$ cat config.mk
export PLATFORM = sky130hd
export DESIGN_NAME = decode_queue_flat
export DESIGN_NICKNAME = d
export VERILOG_FILES = /design/src/rtl/decode_queue_if.sv /design/src/rtl/decode_queue.sv /design/src/flat_wrapper.sv
export SDC_FILE = /design/constraint.sdc
export NUM_CORES = 1
export LEC_CHECK = 0
export CORE_UTILIZATION = 64
export DETAILED_ROUTE_END_ITERATION = 12
export GPL_TIMING_DRIVEN = 1
export PLACE_DENSITY = 0.9
export SYNTH_ARGS = -nofsm -noshare
export SYNTH_HDL_FRONTEND = slang
export SYNTH_SLANG_ARGS = --single-unit
$ cat constraint.sdc
create_clock -name clk_in -period 26.8 [get_ports clk_in]
set_input_delay 4.02 -clock clk_in [delete_from_list [all_inputs] [get_ports clk_in]]
set_output_delay 4.02 -clock clk_in [all_outputs]
set_load 0.01 [all_outputs]
$ cat src/rtl/decode_queue_if.sv
// Handshake bundle between the fetcher, the decode queue and dispatch.
// The queue side uses the slave modport; the fetch/dispatch side (or a
// testbench standing in for both) uses the master modport.
interface decode_queue_if #(
  parameter int IQ_DEPTH_BIT = 3,
  parameter int ADDR_W       = 32
);
  // Fetch -> queue
  logic                  in_valid;
  logic                  in_ready;
  logic [ADDR_W-1:0]     in_addr;
  logic [31:0]           in_data;

  // Queue -> dispatch
  logic                  out_valid;
  logic                  out_ready;
  logic [3:0]            out_class;
  logic [2:0]            out_funct3;
  logic                  out_alt;
  logic [4:0]            out_rd;
  logic [4:0]            out_rs1;
  logic [4:0]            out_rs2;
  logic [31:0]           out_imm;
  logic [ADDR_W-1:0]     out_pc;

  // Occupancy
  logic [IQ_DEPTH_BIT:0] count;

  modport master (
    output in_valid, in_addr, in_data, out_ready,
    input  in_ready, out_valid, out_class, out_funct3, out_alt,
           out_rd, out_rs1, out_rs2, out_imm, out_pc, count
  );

  modport slave (
    input  in_valid, in_addr, in_data, out_ready,
    output in_ready, out_valid, out_class, out_funct3, out_alt,
           out_rd, out_rs1, out_rs2, out_imm, out_pc, count
  );
endinterface

$ cat src/rtl/decode_queue.sv
// decode_queue: RV32I decode stage between fetch and dispatch.
// Each accepted instruction word is decoded into a micro-op (class, funct3,
// alt bit, register indices, sign-extended immediate, pc) and written into a
// circular queue of 2**IQ_DEPTH_BIT entries, so fetch can keep running while
// dispatch stalls. rob_clear empties the queue in one cycle.
//
// Optional feature macro: DECODE_ILLEGAL_EN
//   defined   : unknown opcodes are queued as class 15 (ILLEGAL) and the
//               queue stops accepting words until rst_in or rob_clear.
//   undefined : unknown opcodes are queued as a NOP (ARITH_I, x0, imm 0)
//               and the queue never halts.
module decode_queue #(
  parameter int IQ_DEPTH_BIT = 3,
  parameter int ADDR_W       = 32
) (
  input  logic          clk_in,
  input  logic          rst_in,
  input  logic          rdy_in,
  input  logic          rob_clear,
  decode_queue_if.slave q
);

  localparam int DEPTH = 2 ** IQ_DEPTH_BIT;

  typedef logic [IQ_DEPTH_BIT-1:0] ptr_t;
  typedef logic [IQ_DEPTH_BIT:0]   cnt_t;

  localparam ptr_t PTR_ZERO = ptr_t'(1'b0);
  localparam ptr_t PTR_ONE  = ptr_t'(1'b1);
  localparam cnt_t CNT_ZERO = cnt_t'(1'b0);
  localparam cnt_t CNT_ONE  = cnt_t'(1'b1);
  localparam cnt_t CNT_FULL = cnt_t'(DEPTH);

  // Micro-op classes
  localparam logic [3:0] CLS_ARITH_R = 4'd0;
  localparam logic [3:0] CLS_ARITH_I = 4'd1;
  localparam logic [3:0] CLS_LOAD    = 4'd2;
  localparam logic [3:0] CLS_STORE   = 4'd3;
  localparam logic [3:0] CLS_BRANCH  = 4'd4;
  localparam logic [3:0] CLS_JAL     = 4'd5;
  localparam logic [3:0] CLS_JALR    = 4'd6;
  localparam logic [3:0] CLS_AUIPC   = 4'd7;
  localparam logic [3:0] CLS_LUI     = 4'd8;
`ifdef DECODE_ILLEGAL_EN
  localparam logic [3:0] CLS_ILLEGAL = 4'd15;
`endif

  // RV32I major opcodes
  localparam logic [6:0] OP_R      = 7'b0110011;
  localparam logic [6:0] OP_I      = 7'b0010011;
  localparam logic [6:0] OP_LOAD   = 7'b0000011;
  localparam logic [6:0] OP_STORE  = 7'b0100011;
  localparam logic [6:0] OP_BRANCH = 7'b1100011;
  localparam logic [6:0] OP_JAL    = 7'b1101111;
  localparam logic [6:0] OP_JALR   = 7'b1100111;
  localparam logic [6:0] OP_AUIPC  = 7'b0010111;
  localparam logic [6:0] OP_LUI    = 7'b0110111;

  typedef struct packed {
    logic [3:0]        cls;
    logic [2:0]        funct3;
    logic              alt;
    logic [4:0]        rd;
    logic [4:0]        rs1;
    logic [4:0]        rs2;
    logic [31:0]       imm;
    logic [ADDR_W-1:0] pc;
  } uop_t;

  // Immediate extraction helpers, one per instruction format.
  function automatic logic [31:0] imm_i(input logic [31:0] inst);
    return {{20{inst[31]}}, inst[31:20]};
  endfunction

  function automatic logic [31:0] imm_s(input logic [31:0] inst);
    return {{20{inst[31]}}, inst[31:25], inst[11:7]};
  endfunction

  function automatic logic [31:0] imm_b(input logic [31:0] inst);
    return {{19{inst[31]}}, inst[31], inst[7], inst[30:25], inst[11:8], 1'b0};
  endfunction

  function automatic logic [31:0] imm_u(input logic [31:0] inst);
    return {inst[31:12], 12'h000};
  endfunction

  function automatic logic [31:0] imm_j(input logic [31:0] inst);
    return {{11{inst[31]}}, inst[31], inst[19:12], inst[20], inst[30:21], 1'b0};
  endfunction

  // Full RV32I word -> micro-op decode. Register fields a class does not use
  // stay 0 so dispatch never sees false dependencies.
  function automatic uop_t decode_word(input logic [31:0] inst,
                                       input logic [ADDR_W-1:0] pc);
    uop_t u;
    u        = '0;
    u.pc     = pc;
    u.funct3 = inst[14:12];
    case (inst[6:0])
      OP_R: begin
        u.cls = CLS_ARITH_R;
        u.alt = inst[30];
        u.rd  = inst[11:7];
        u.rs1 = inst[19:15];
        u.rs2 = inst[24:20];
      end
      OP_I: begin
        u.cls = CLS_ARITH_I;
        u.rd  = inst[11:7];
        u.rs1 = inst[19:15];
        // Shifts (funct3 001/101) carry a 5-bit shamt; only SRAI uses alt
        if (inst[13:12] == 2'b01) begin
          u.imm = {27'h0000000, inst[24:20]};
          u.alt = inst[14] & inst[30];
        end else begin
          u.imm = imm_i(inst);
          u.alt = 1'b0;
        end
      end
      OP_LOAD: begin
        u.cls = CLS_LOAD;
        u.rd  = inst[11:7];
        u.rs1 = inst[19:15];
        u.imm = imm_i(inst);
      end
      OP_STORE: begin
        u.cls = CLS_STORE;
        u.rs1 = inst[19:15];
        u.rs2 = inst[24:20];
        u.imm = imm_s(inst);
      end
      OP_BRANCH: begin
        u.cls = CLS_BRANCH;
        u.rs1 = inst[19:15];
        u.rs2 = inst[24:20];
        u.imm = imm_b(inst);
      end
      OP_JAL: begin
        u.cls = CLS_JAL;
        u.rd  = inst[11:7];
        u.imm = imm_j(inst);
      end
      OP_JALR: begin
        u.cls = CLS_JALR;
        u.rd  = inst[11:7];
        u.rs1 = inst[19:15];
        u.imm = imm_i(inst);
      end
      OP_AUIPC: begin
        u.cls = CLS_AUIPC;
        u.rd  = inst[11:7];
        u.imm = imm_u(inst);
      end
      OP_LUI: begin
        u.cls = CLS_LUI;
        u.rd  = inst[11:7];
        u.imm = imm_u(inst);
      end
      default: begin
`ifdef DECODE_ILLEGAL_EN
        u.cls    = CLS_ILLEGAL;
`else
        // Unknown opcode degrades to addi x0,x0,0
        u.cls    = CLS_ARITH_I;
`endif
        u.funct3 = 3'b000;
      end
    endcase
    return u;
  endfunction

  // Queue storage and control state
  uop_t  mem_r [DEPTH];
  ptr_t  head_r;
  ptr_t  tail_r;
  cnt_t  count_r;

  // Combinational signals
  uop_t  dec_s;
  uop_t  head_s;
  cnt_t  count_nxt_s;
  logic  full_s;
  logic  empty_s;
  logic  in_ready_s;
  logic  push_s;
  logic  pop_s;
  logic  flush_s;

`ifdef DECODE_ILLEGAL_EN
  logic  halted_r;
  logic  illegal_s;
`endif

  assign flush_s = rst_in | rob_clear;
  assign full_s  = (count_r == CNT_FULL);
  assign empty_s = (count_r == CNT_ZERO);
  assign dec_s   = decode_word(q.in_data, q.in_addr);

`ifdef DECODE_ILLEGAL_EN
  assign illegal_s  = (dec_s.cls == CLS_ILLEGAL);
  assign in_ready_s = rdy_in & ~full_s & ~halted_r;
`else
  assign in_ready_s = rdy_in & ~full_s;
`endif

  // in_ready deliberately ignores out_ready: a full queue refuses the word
  // even in a cycle where dispatch frees a slot.
  assign push_s = q.in_valid & in_ready_s;
  assign pop_s  = ~empty_s & q.out_ready & rdy_in;

  // Next occupancy from the push/pop pair
  always_comb begin
    count_nxt_s = count_r;
    case ({push_s, pop_s})
      2'b10:   count_nxt_s = count_r + CNT_ONE;
      2'b01:   count_nxt_s = count_r - CNT_ONE;
      default: count_nxt_s = count_r;
    endcase
  end

  // Pointer/occupancy update: reset and flush win over the rdy_in freeze
  always_ff @(posedge clk_in) begin
    if (flush_s) begin
      head_r  <= PTR_ZERO;
      tail_r  <= PTR_ZERO;
      count_r <= CNT_ZERO;
    end else if (rdy_in) begin
      if (push_s) begin
        tail_r <= tail_r + PTR_ONE;
      end
      if (pop_s) begin
        head_r <= head_r + PTR_ONE;
      end
      count_r <= count_nxt_s;
    end
  end

`ifdef DECODE_ILLEGAL_EN
  // Halt flag: set once an illegal word is queued, cleared only by flush
  always_ff @(posedge clk_in) begin
    if (flush_s) begin
      halted_r <= 1'b0;
    end else if (push_s && illegal_s) begin
      halted_r <= 1'b1;
    end
  end
`endif

  // Entry write at the tail; a flush in the same cycle drops the word
  always_ff @(posedge clk_in) begin
    if (!flush_s && push_s) begin
      mem_r[tail_r] <= dec_s;
    end
  end

  // Head view: all-zero whenever the queue is empty
  always_comb begin
    head_s = '0;
    if (empty_s) begin
      head_s = '0;
    end else begin
      head_s = mem_r[head_r];
    end
  end

  assign q.in_ready   = in_ready_s;
  assign q.out_valid  = ~empty_s;
  assign q.out_class  = head_s.cls;
  assign q.out_funct3 = head_s.funct3;
  assign q.out_alt    = head_s.alt;
  assign q.out_rd     = head_s.rd;
  assign q.out_rs1    = head_s.rs1;
  assign q.out_rs2    = head_s.rs2;
  assign q.out_imm    = head_s.imm;
  assign q.out_pc     = head_s.pc;
  assign q.count      = count_r;

endmodule

$ cat src/flat_wrapper.sv
// flat-port wrapper written by rule: the top's interface ports become plain ports
module decode_queue_flat 
#(
  parameter int IQ_DEPTH_BIT = 3,
  parameter int ADDR_W       = 32
)
  (clk_in, rst_in, rdy_in, rob_clear, q_in_valid, q_in_addr, q_in_data, q_out_ready, q_in_ready, q_out_valid, q_out_class, q_out_funct3, q_out_alt, q_out_rd, q_out_rs1, q_out_rs2, q_out_imm, q_out_pc, q_count);
  decode_queue_if #(.IQ_DEPTH_BIT(IQ_DEPTH_BIT), .ADDR_W(ADDR_W)) q_i ();
  input  logic clk_in;
  input  logic rst_in;
  input  logic rdy_in;
  input  logic rob_clear;
  input wire logic [$bits(q_i.in_valid)-1:0] q_in_valid;
  input wire logic [$bits(q_i.in_addr)-1:0] q_in_addr;
  input wire logic [$bits(q_i.in_data)-1:0] q_in_data;
  input wire logic [$bits(q_i.out_ready)-1:0] q_out_ready;
  output wire logic [$bits(q_i.in_ready)-1:0] q_in_ready;
  output wire logic [$bits(q_i.out_valid)-1:0] q_out_valid;
  output wire logic [$bits(q_i.out_class)-1:0] q_out_class;
  output wire logic [$bits(q_i.out_funct3)-1:0] q_out_funct3;
  output wire logic [$bits(q_i.out_alt)-1:0] q_out_alt;
  output wire logic [$bits(q_i.out_rd)-1:0] q_out_rd;
  output wire logic [$bits(q_i.out_rs1)-1:0] q_out_rs1;
  output wire logic [$bits(q_i.out_rs2)-1:0] q_out_rs2;
  output wire logic [$bits(q_i.out_imm)-1:0] q_out_imm;
  output wire logic [$bits(q_i.out_pc)-1:0] q_out_pc;
  output wire logic [$bits(q_i.count)-1:0] q_count;
  assign q_i.in_valid = q_in_valid;
  assign q_i.in_addr = q_in_addr;
  assign q_i.in_data = q_in_data;
  assign q_i.out_ready = q_out_ready;
  assign q_in_ready = q_i.in_ready;
  assign q_out_valid = q_i.out_valid;
  assign q_out_class = q_i.out_class;
  assign q_out_funct3 = q_i.out_funct3;
  assign q_out_alt = q_i.out_alt;
  assign q_out_rd = q_i.out_rd;
  assign q_out_rs1 = q_i.out_rs1;
  assign q_out_rs2 = q_i.out_rs2;
  assign q_out_imm = q_i.out_imm;
  assign q_out_pc = q_i.out_pc;
  assign q_count = q_i.count;
  decode_queue #(.IQ_DEPTH_BIT(IQ_DEPTH_BIT), .ADDR_W(ADDR_W)) u_core (.clk_in(clk_in), .rst_in(rst_in), .rdy_in(rdy_in), .rob_clear(rob_clear), .q(q_i));
endmodule
After elaboration in Yosys (flattened, before gate mapping)
Memory sizes are Yosys's and may differ from the RTL's. A register that Yosys moved wholly into a read port is not among the register bits.
Index checks and enable logic that the tools add are counted.
{"block": "classes", "magnitude_cmp": 0, "n_eq_ne": 13, "add_sub_neg": 4, "shifts": 0, "mul": 0, "n_mux": 15, "n_reduce_logical": 13, "bitwise": 8, "n_div": 0}
{"cell": "$pmux W32 S6", "count": 1}
{"cell": "$mux W87", "count": 1}
{"cell": "$mux W32", "count": 1}
{"cell": "$pmux W4 S8", "count": 1}
{"cell": "$eq A7 B6 Y1 const B", "count": 3}
{"cell": "$eq A7 B7 Y1 const B", "count": 3}
{"cell": "$mux W5", "count": 3}
{"cell": "$eq A7 B5 Y1 const B", "count": 2}
{"cell": "$mux W3", "count": 3}
{"cell": "$reduce_or A9 Y1", "count": 1}
{"cell": "$pmux W4 S2", "count": 1}
{"cell": "$eq A7 B2 Y1 const B", "count": 1}
{"cell": "$reduce_or A7 Y1", "count": 1}
{"cell": "$add A3 B1 Y3 const B", "count": 2}
{"cell": "$reduce_and A2 Y1", "count": 3}
{"cell": "$reduce_or A6 Y1", "count": 1}
{"cell": "$and A1 B1 Y1", "count": 5}
{"cell": "$add A4 B1 Y4 const B", "count": 1}
{"cell": "$eq A2 B1 Y1 const B", "count": 2}
{"cell": "$eq A4 B4 Y1 const B", "count": 1}
{"cell": "$logic_not A4 Y1", "count": 1}
{"cell": "$reduce_or A2 Y1", "count": 2}
{"cell": "$sub A4 B1 Y4 const B", "count": 1}
{"cell": "$mux W1", "count": 3}
{"cell": "other kinds (8)", "count": 9}
{"block": "totals", "n_memories": 1, "rom_bits": 0, "latchBits": 0, "in_bits": 70, "mem_bits_rw": 696, "output_inout_bits": 93, "reg_bits": 10}
{"name": "u_core.mem_r", "depth": 8, "word_bits": 87, "rd": 1, "rd_clocked_by_memory_dff": 1, "wr": 1, "line": "decode_queue.sv:173", "text": "uop_t mem_r [DEPTH];"}

Depth between registers and ports, before layout
Gate-level depths: netlist of run 1.
{"block": "logic_depth", "word_depth": 7, "mapped_depth": 11}

Worst setup path after synthesis of run 1
OpenSTA, ideal clock, no wires.
{"block": "synth_path", "path_kind": "in2reg", "from": "input q_in_valid", "to": "memory u_core.mem_r[3][0] (netlist name) (enable)", "required_ps": 26143, "path_buffers": 0, "cell_stages": 4, "arrival_time_ps": 10719, "path_slack_ps": 15424, "cell_sequence": "nand2_1 > nor2_4 > nand3_1 > nor3b_1"}
{"block": "synth_between", "elab_chain_len": 4}
{"element": "from (decl)", "line": "flat_wrapper.sv:13", "text": "input wire logic [$bits(q_i.in_valid)-1:0] q_in_valid;"}
{"element": "$and A1 B1 Y1", "line": "decode_queue.sv:208", "text": "assign push_s = q.in_valid & in_ready_s;"}
{"element": "$logic_and A1 B1 Y1", "line": "decode_queue.sv:251", "text": "if (!flush_s && push_s) begin"}
{"element": "$mux W1", "line": "decode_queue.sv:251"}
{"element": "$mux W1 (not written as such)", "line": "decode_queue.sv:252", "text": "mem_r[tail_r] <= dec_s;"}
{"element": "to (decl)", "line": "decode_queue.sv:173"}
No other way between the ends.

Worst setup path in the final report of run 1
{"block": "layout_path", "from": "input rdy_in", "to": "output q_in_ready"}
{"block": "layout_between", "elab_chain_len": 1}
{"element": "from (decl)", "line": "flat_wrapper.sv:11", "text": "input logic rdy_in;"}
{"element": "$and A1 B1 Y1", "line": "decode_queue.sv:203", "text": "assign in_ready_s = rdy_in & ~full_s;"}
{"element": "to (decl)", "line": "flat_wrapper.sv:17", "text": "output wire logic [$bits(q_i.in_ready)-1:0] q_in_ready;"}
No other way between the ends.

==> results_dict.tcl, run 1 <==
set metrics [dict create \
    cts.clk_slew.worst_paths_ns 0.06 \
    synth_seq_area_share_pct 75.7 \
    path_class "in -> out" \
    synth_fp_nets 1399 \
    clock_sinks 709 \
    grt_pass1_vias 14600 \
    hp-class "reg -> reg" \
    dr.first_iter.drc_count 1553 \
    skew_ns 0.0235 \
    critPathSlowestCell "clkdlybuf4s50_1" \
    vias 14000 \
    syn_area_sq_mm 0.0279 \
    die_area_sq_mm 0.0445 \
    fin_nets 1589 \
    worst_ir_drop_vdd_mv 0.0615 \
    path_buf_inv 2 \
    grt_util_all_layers_pct 27.9 \
    avgSynthCellArea_sq_um 21.1 \
    wirelength_microns 60300 \
    areaGrowthSynthToFinish_pct 15.9 \
    hold_violations 0 \
    cts_buffers 71 \
    drtPass1Iterations 7 \
    drive_above_1_share_pct 20.1 \
    antenna_found_initial 1 \
    clock.fmax_mhz 108 \
    post-route-util_pct 75.2 \
    required_ns 22.78 \
    final.period_utilization_pct 34.6 \
    syn_inst 1324 \
    clockBufferDepth 3 \
    max_slew_margin_pct 17.8 \
    synth_edf_count 696 \
    cp-startpoint "rdy_in" \
    start_util_pct 64.9 \
    min_period_ns 9.26 \
    r2r_start "u_core.q.count[0]$_SDFFE_PP0P_" \
    die_h_microns 211 \
    hpwl_microns 32100 \
    synth_cell_type_count 49 \
    finalSetupViolCount 0 \
    pwr_density_cell_mw_per_mm2 69.1 \
    gp_congestion 0.878 \
    cp-end-kind "primary output" \
    cts_max_level 3 \
    cap_violations 0 \
    port_buffers 162 \
    tightestPinTransition_ns 1.23 \
    viasPerCell 6.50 \
    ys_async_sr_fraction_pct 0 \
    die_w_microns 211 \
    grt_first_pass_wirelength_microns 89900 \
    finalMaxSlewViolations 0 \
    synth.most_common_cell "edfxtp_1" \
    cp_slowest_stage_delay_ns 0.55 \
    hold_buffers 0 \
    root_buffer "clkbuf_16" \
    path_cells "clkdlybuf4s50_1 > nor2b_1 > clkdlybuf4s50_1" \
    cts_setup_buffers 0 \
    cts_tree "done" \
    yosys.area.top_type "edfxtp_1" \
    cp_max_fo 4 \
    p_leak_nw 9.80 \
    wl_per_cell_microns 28.0 \
    arrival_ns 5.24 \
    setup-tns-final_ns 0 \
    synth-seq-cells 709 \
    yosysWarnings 0 \
    path_delay_family "buffers and inverters" \
    synth_top_flop_cell "edfxtp_1" \
    hold_start "u_core.head_r[1]$_SDFFE_PP0P_" \
    outcome "finished, final reports clean" \
    cts-resized-gates 0 \
    core-area_sq_mm 0.0431 \
    grt_overflow 0 \
    io_pins 163 \
    synth_top_area_share_pct 74.8 \
    rsz0062_at_grt "no" \
    grt_max_degree 115 \
    synthTopCellsByArea "edfxtp_1 75%, mux4_2 14%, mux2i_1 3.2%" \
    nFillCells 2302 \
    clock_latency_ns 0.59 \
    start_kind "primary input" \
    path_common_cell "clkdlybuf4s50_1" \
    rows 76 \
    drc 0 \
    synth_commonest_cells "696 x edfxtp_1, 174 x mux4_2, 110 x nor2_1" \
    antenna_left 0 \
]
through the flow:
stage	power [mW]	cells	hold WS, ns	setup slack, ns	area [sq um]
after floorplan	1.26	1324	0.464	15.42	27900
after global placement	1.29	2026	0.480	17.55	30100
after detailed placement	1.29	2026	0.492	17.54	30100
after CTS	2.25	2154	0.555	17.54	32400
after global routing	2.29	2154	0.555	17.48	32400
final	2.24	2155	0.555	17.54	32400
report_power, final:
part           switching [mW]  internal [mW]  total (mW)
clock network           0.399          0.570       0.969
logic                  0.0293         0.0246      0.0539
registers             0.00158           1.21        1.22
total                   0.430           1.81        2.24
path summary, 6_finish.rpt:
| check | slack [ns] | endpoint | cells past startpoint |
|---|---|---|---|
| worst max register to register | 22.70 | u_core.mem_r[0][43]$_DFFE_PP_ | 7 |
| worst min register to register | 0.56 | register | 2 |
| worst min-delay path | 0.56 | register | 2 |
| worst max-delay path | 17.54 | q_in_ready | 3 |
registers in the layout, indices dropped and copies added (netlist names), named ones only:
name and cells:
u_core.q.count 4, u_core.head_r 3, u_core.tail_r 3, u_core.mem_r 696
worst register-to-register path, delay by kind of cell, from the launching register on:
| kind | cells | cell delay, ns |
|---|---|---|
| buffers and inverters | 3 | 1.36 |
| DFF | 1 | 0.57 |
| and+or+nand+nor | 4 | 1.75 |
layout by cell type (no fill, tap or decap), types with 19 or more instances in the layout:
cell type	n
clkbuf_1	21
clkbuf_16	75
nor2_1	106
buf_4	25
edfxtp_1	696
nand2_1	28
and2_1	19
clkdlybuf4s50_1	162
mux4_2	174
mux2i_1	90
cell families (layout without fill, tap and decap cells):
group | Yosys count | after routing | synth area share, %
XOR/XNOR | 6 | 6 | 0.188
other | 0 | 1 | 0
AO/OA/AOI/OAI | 53 | 53 | 1.28
AND/OR/NAND/NOR | 212 | 212 | 3.70
flip-flops | 709 | 709 | 75.7
multiplexers | 264 | 264 | 17.2
buffers and inverters | 75 | 320 | 1.63
adder cells (fa/ha/maj) | 5 | 5 | 0.224
per-layer routing:
layer / track usage (%) / part of all wire, %
met1: 38.1 / 39
met2: 45.7 / 50
met3: 5.74 / 8.3
met4: 9.70 / 2.6
met5: 0 / 0
area by class of cell:
| cell class | count | area, sq um | share of cell area, % |
|---|---|---|---|
| clock buffer | 96 | 1960 | 6.04 |
| timing repair buffer | 188 | 1830 | 5.65 |
| multi-input combinational | 540 | 6380 | 19.7 |
| inverter | 4 | 15.0 | 0.0464 |
| tap | 585 | 732 | 2.26 |
| clock inverter | 32 | 308 | 0.950 |
| sequential | 709 | 21200 | 65.4 |
| antenna | 1 | 2.50 | 0.00773 |
(Power assumes the default switching activity.)
==> inputs of run 2 (changes only) <==
--- a/config.mk
+++ b/config.mk
@@ -5,10 +5,10 @@
 export SDC_FILE = /design/constraint.sdc
 export NUM_CORES = 1
 export LEC_CHECK = 0
-export CORE_UTILIZATION = 64
+export CORE_UTILIZATION = 54
 export DETAILED_ROUTE_END_ITERATION = 12
 export GPL_TIMING_DRIVEN = 1
-export PLACE_DENSITY = 0.9
+export PLACE_DENSITY = 0.81
 export SYNTH_ARGS = -nofsm -noshare
 export SYNTH_HDL_FRONTEND = slang
 export SYNTH_SLANG_ARGS = --single-unit
==> constraint.sdc (replaced) <==
create_clock -name clk_in -period 7.45 [get_ports clk_in]
set_input_delay 1.1175 -clock clk_in [delete_from_list [all_inputs] [get_ports clk_in]]
set_output_delay 1.1175 -clock clk_in [all_outputs]
set_load 0.01 [all_outputs]
==> run 2 against run 1 <==
  * Clock-buffer cell count is 4 lower
  * Via count decreased by 2.0%
  * Non-clock buffer count fell by 6
  * Combinational power rose to 3.6 times the previous value
  * Routed wire length fell by 3.5%
  * Total power rose to 3.5 times the previous value
  * Clock skew down 0.013 ns
  * Design area about the same
  * Global-route usage decreased by 5.5 points
  * Sequential share of layout area is essentially flat
  * Clock power rose to 3.4 times the previous value
==> results_dict.tcl, run 2 (synthesized netlist as in run 1, its figures left out) <==
set metrics [dict create \
    die_area_sq_mm 0.0527 \
    totalPowerFinal_mw 7.81 \
    reg2reg_depth 10 \
    cts-resized-gates 0 \
    grt_first_pass_wirelength_microns 87700 \
    final_cell_mix "696 x edfxtp_1, 174 x mux4_2, 162 x clkdlybuf4s50_1, 106 x nor2_1, 90 x mux2i_1" \
    start_kind "register" \
    hp-class "reg -> reg" \
    dr.first_iter.drc_count 1354 \
    nFillCells 3321 \
    cts_tree "done" \
    die_w_microns 229 \
    cp_slowest_stage_delay_ns 1.00 \
    clock_sinks 709 \
    worst_ir_drop_vdd_mv 0.182 \
    ff_latch_area_sq_mm 0.0212 \
    pwr_density_cell_mw_per_mm2 241 \
    post-route-util_pct 64.0 \
    gp_congestion 0.830 \
    clock_latency_ns 0.59 \
    n_antenna_cell 0 \
    grt_max_degree 113 \
    arrival_ns 3.66 \
    drtPass1Iterations 7 \
    final_common_cell "edfxtp_1" \
    setup-tns-final_ns 0 \
    fin_nets 1582 \
    rsz0062_at_grt "no" \
    cap_violations 0 \
    clock.fmax_mhz 209 \
    fin_area_sq_mm 0.0324 \
    cts.clk_slew.worst_paths_ns 0.06 \
    wl_per_cell_microns 26.1 \
    cts_buffers 70 \
    cts_max_level 3 \
    root_buffer "clkbuf_16" \
    regMostFlops "u_core.mem_r" \
    tightestPinTransition_ns 1.18 \
    antenna_left 0 \
    drc 0 \
    die_h_microns 229 \
    start_util_pct 55.2 \
    cp_max_fo 112 \
    required_ns 6.33 \
    multi_input_area_sq_mm 0.00639 \
    cp-end-kind "primary output" \
    outcome "finished, final reports clean" \
    grt_overflow 0 \
    largest_reg_flops 696 \
    reg2reg_to "u_core.q.count[2]$_SDFFE_PP0P_" \
    grt_pass1_vias 14300 \
    vias 13700 \
    cts_setup_buffers 0 \
    finalMaxSlewViolations 0 \
    final.period_utilization_pct 64.1 \
    core-area_sq_mm 0.0506 \
    r2r_start "u_core.q.count[0]$_SDFFE_PP0P_" \
    path_class "reg -> out" \
    grt_util_all_layers_pct 22.5 \
    port_buffers 162 \
    finalSetupViolCount 0 \
    hold_buffers 0 \
    max_slew_margin_pct 20.8 \
    hpwl_microns 31400 \
    skew_ns 0.0101 \
    reg2reg_setup_slack_ns 3.96 \
    areaGrowthSynthToFinish_pct 15.9 \
    drive_above_1_share_pct 19.7 \
    rows 82 \
    viasPerCell 6.17 \
    p_leak_nw 9.70 \
    io_pins 163 \
    endpoint "q_out_imm[31]" \
    path_cells "buf_12 > mux4_2 > mux2i_1 > nor2_1 > clkdlybuf4s50_1" \
    antenna_found_initial 4 \
    post_dp_cell_area_sq_mm 0.0303 \
    critPathSlowestCell "dfxtp_4" \
    min_period_ns 4.77 \
    hold_violations 0 \
    wirelength_microns 58200 \
    clockBufferDepth 3 \
]
-- run 2: cell count changes in the layout (fill, tap and decap cells not counted), sizes merged --
cell and change:
diode -1, clkbuf -4, clkinvlp +1, inv -2
bufinv -4, buf -6
-- run 2: worst max-delay path: cells and delay by family (launching register included) --
kind / cells / cell delay, ns
muxes: 2 / 0.79
DFF: 1 / 1.00
and+or+nand+nor: 1 / 0.09
buffers and inverters: 2 / 1.09
-- run 2: area by class of cell --
class	count	area share, %
flip-flops and latches	709	65.4
clock buffers	92	5.86
well taps	672	2.60
clock inverters	27	0.584
repair buffers	182	5.77
inverters	4	0.0464
multi-input cells	540	19.7
-- run 2: where the power goes --
group	total [mW]	internal, mW	switching (mW)
combinational	0.193	0.0886	0.104
sequential	4.37	4.37	0.00566
clock	3.25	1.86	1.39
-- run 2: through the flow --
| stage | hold slack, ns | std cells | worst slack [ns] |
|---|---|---|---|
| after floorplan | 0.464 | 1324 | 1.49 |
| after global placement | 0.494 | 2106 | 3.12 |
| after detailed placement | 0.507 | 2106 | 3.05 |
| after CTS | 0.531 | 2225 | 2.57 |
| after global routing | 0.553 | 2226 | 2.41 |
| final | 0.535 | 2226 | 2.68 |
-- run 2: per-layer routing --
layer  share of wire (%)  global-route usage, %
met5               0.019                      0
met1                  41                   31.9
met4                 1.5                   5.04
met2                  50                   36.5
met3                 7.5                   4.32
-- run 2: worst min path at each step --
stage	startpoint	endpoint	slack [ns]	cells after the start
global route	u_core.tail_r[0]$_SDFFE_PP0P_	u_core.tail_r[0]$_SDFFE_PP0P_	0.55	2
finish	u_core.tail_r[0]$_SDFFE_PP0P_	u_core.tail_r[0]$_SDFFE_PP0P_	0.54	2
detailed placement	u_core.tail_r[0]$_SDFFE_PP0P_	u_core.tail_r[0]$_SDFFE_PP0P_	0.51	2
CTS	u_core.head_r[2]$_SDFFE_PP0P_	register	0.53	2
floorplan	u_core.tail_r[0]$_SDFFE_PP0P_	u_core.tail_r[0]$_SDFFE_PP0P_	0.46	2
global placement	u_core.tail_r[0]$_SDFFE_PP0P_	u_core.tail_r[0]$_SDFFE_PP0P_	0.49	2
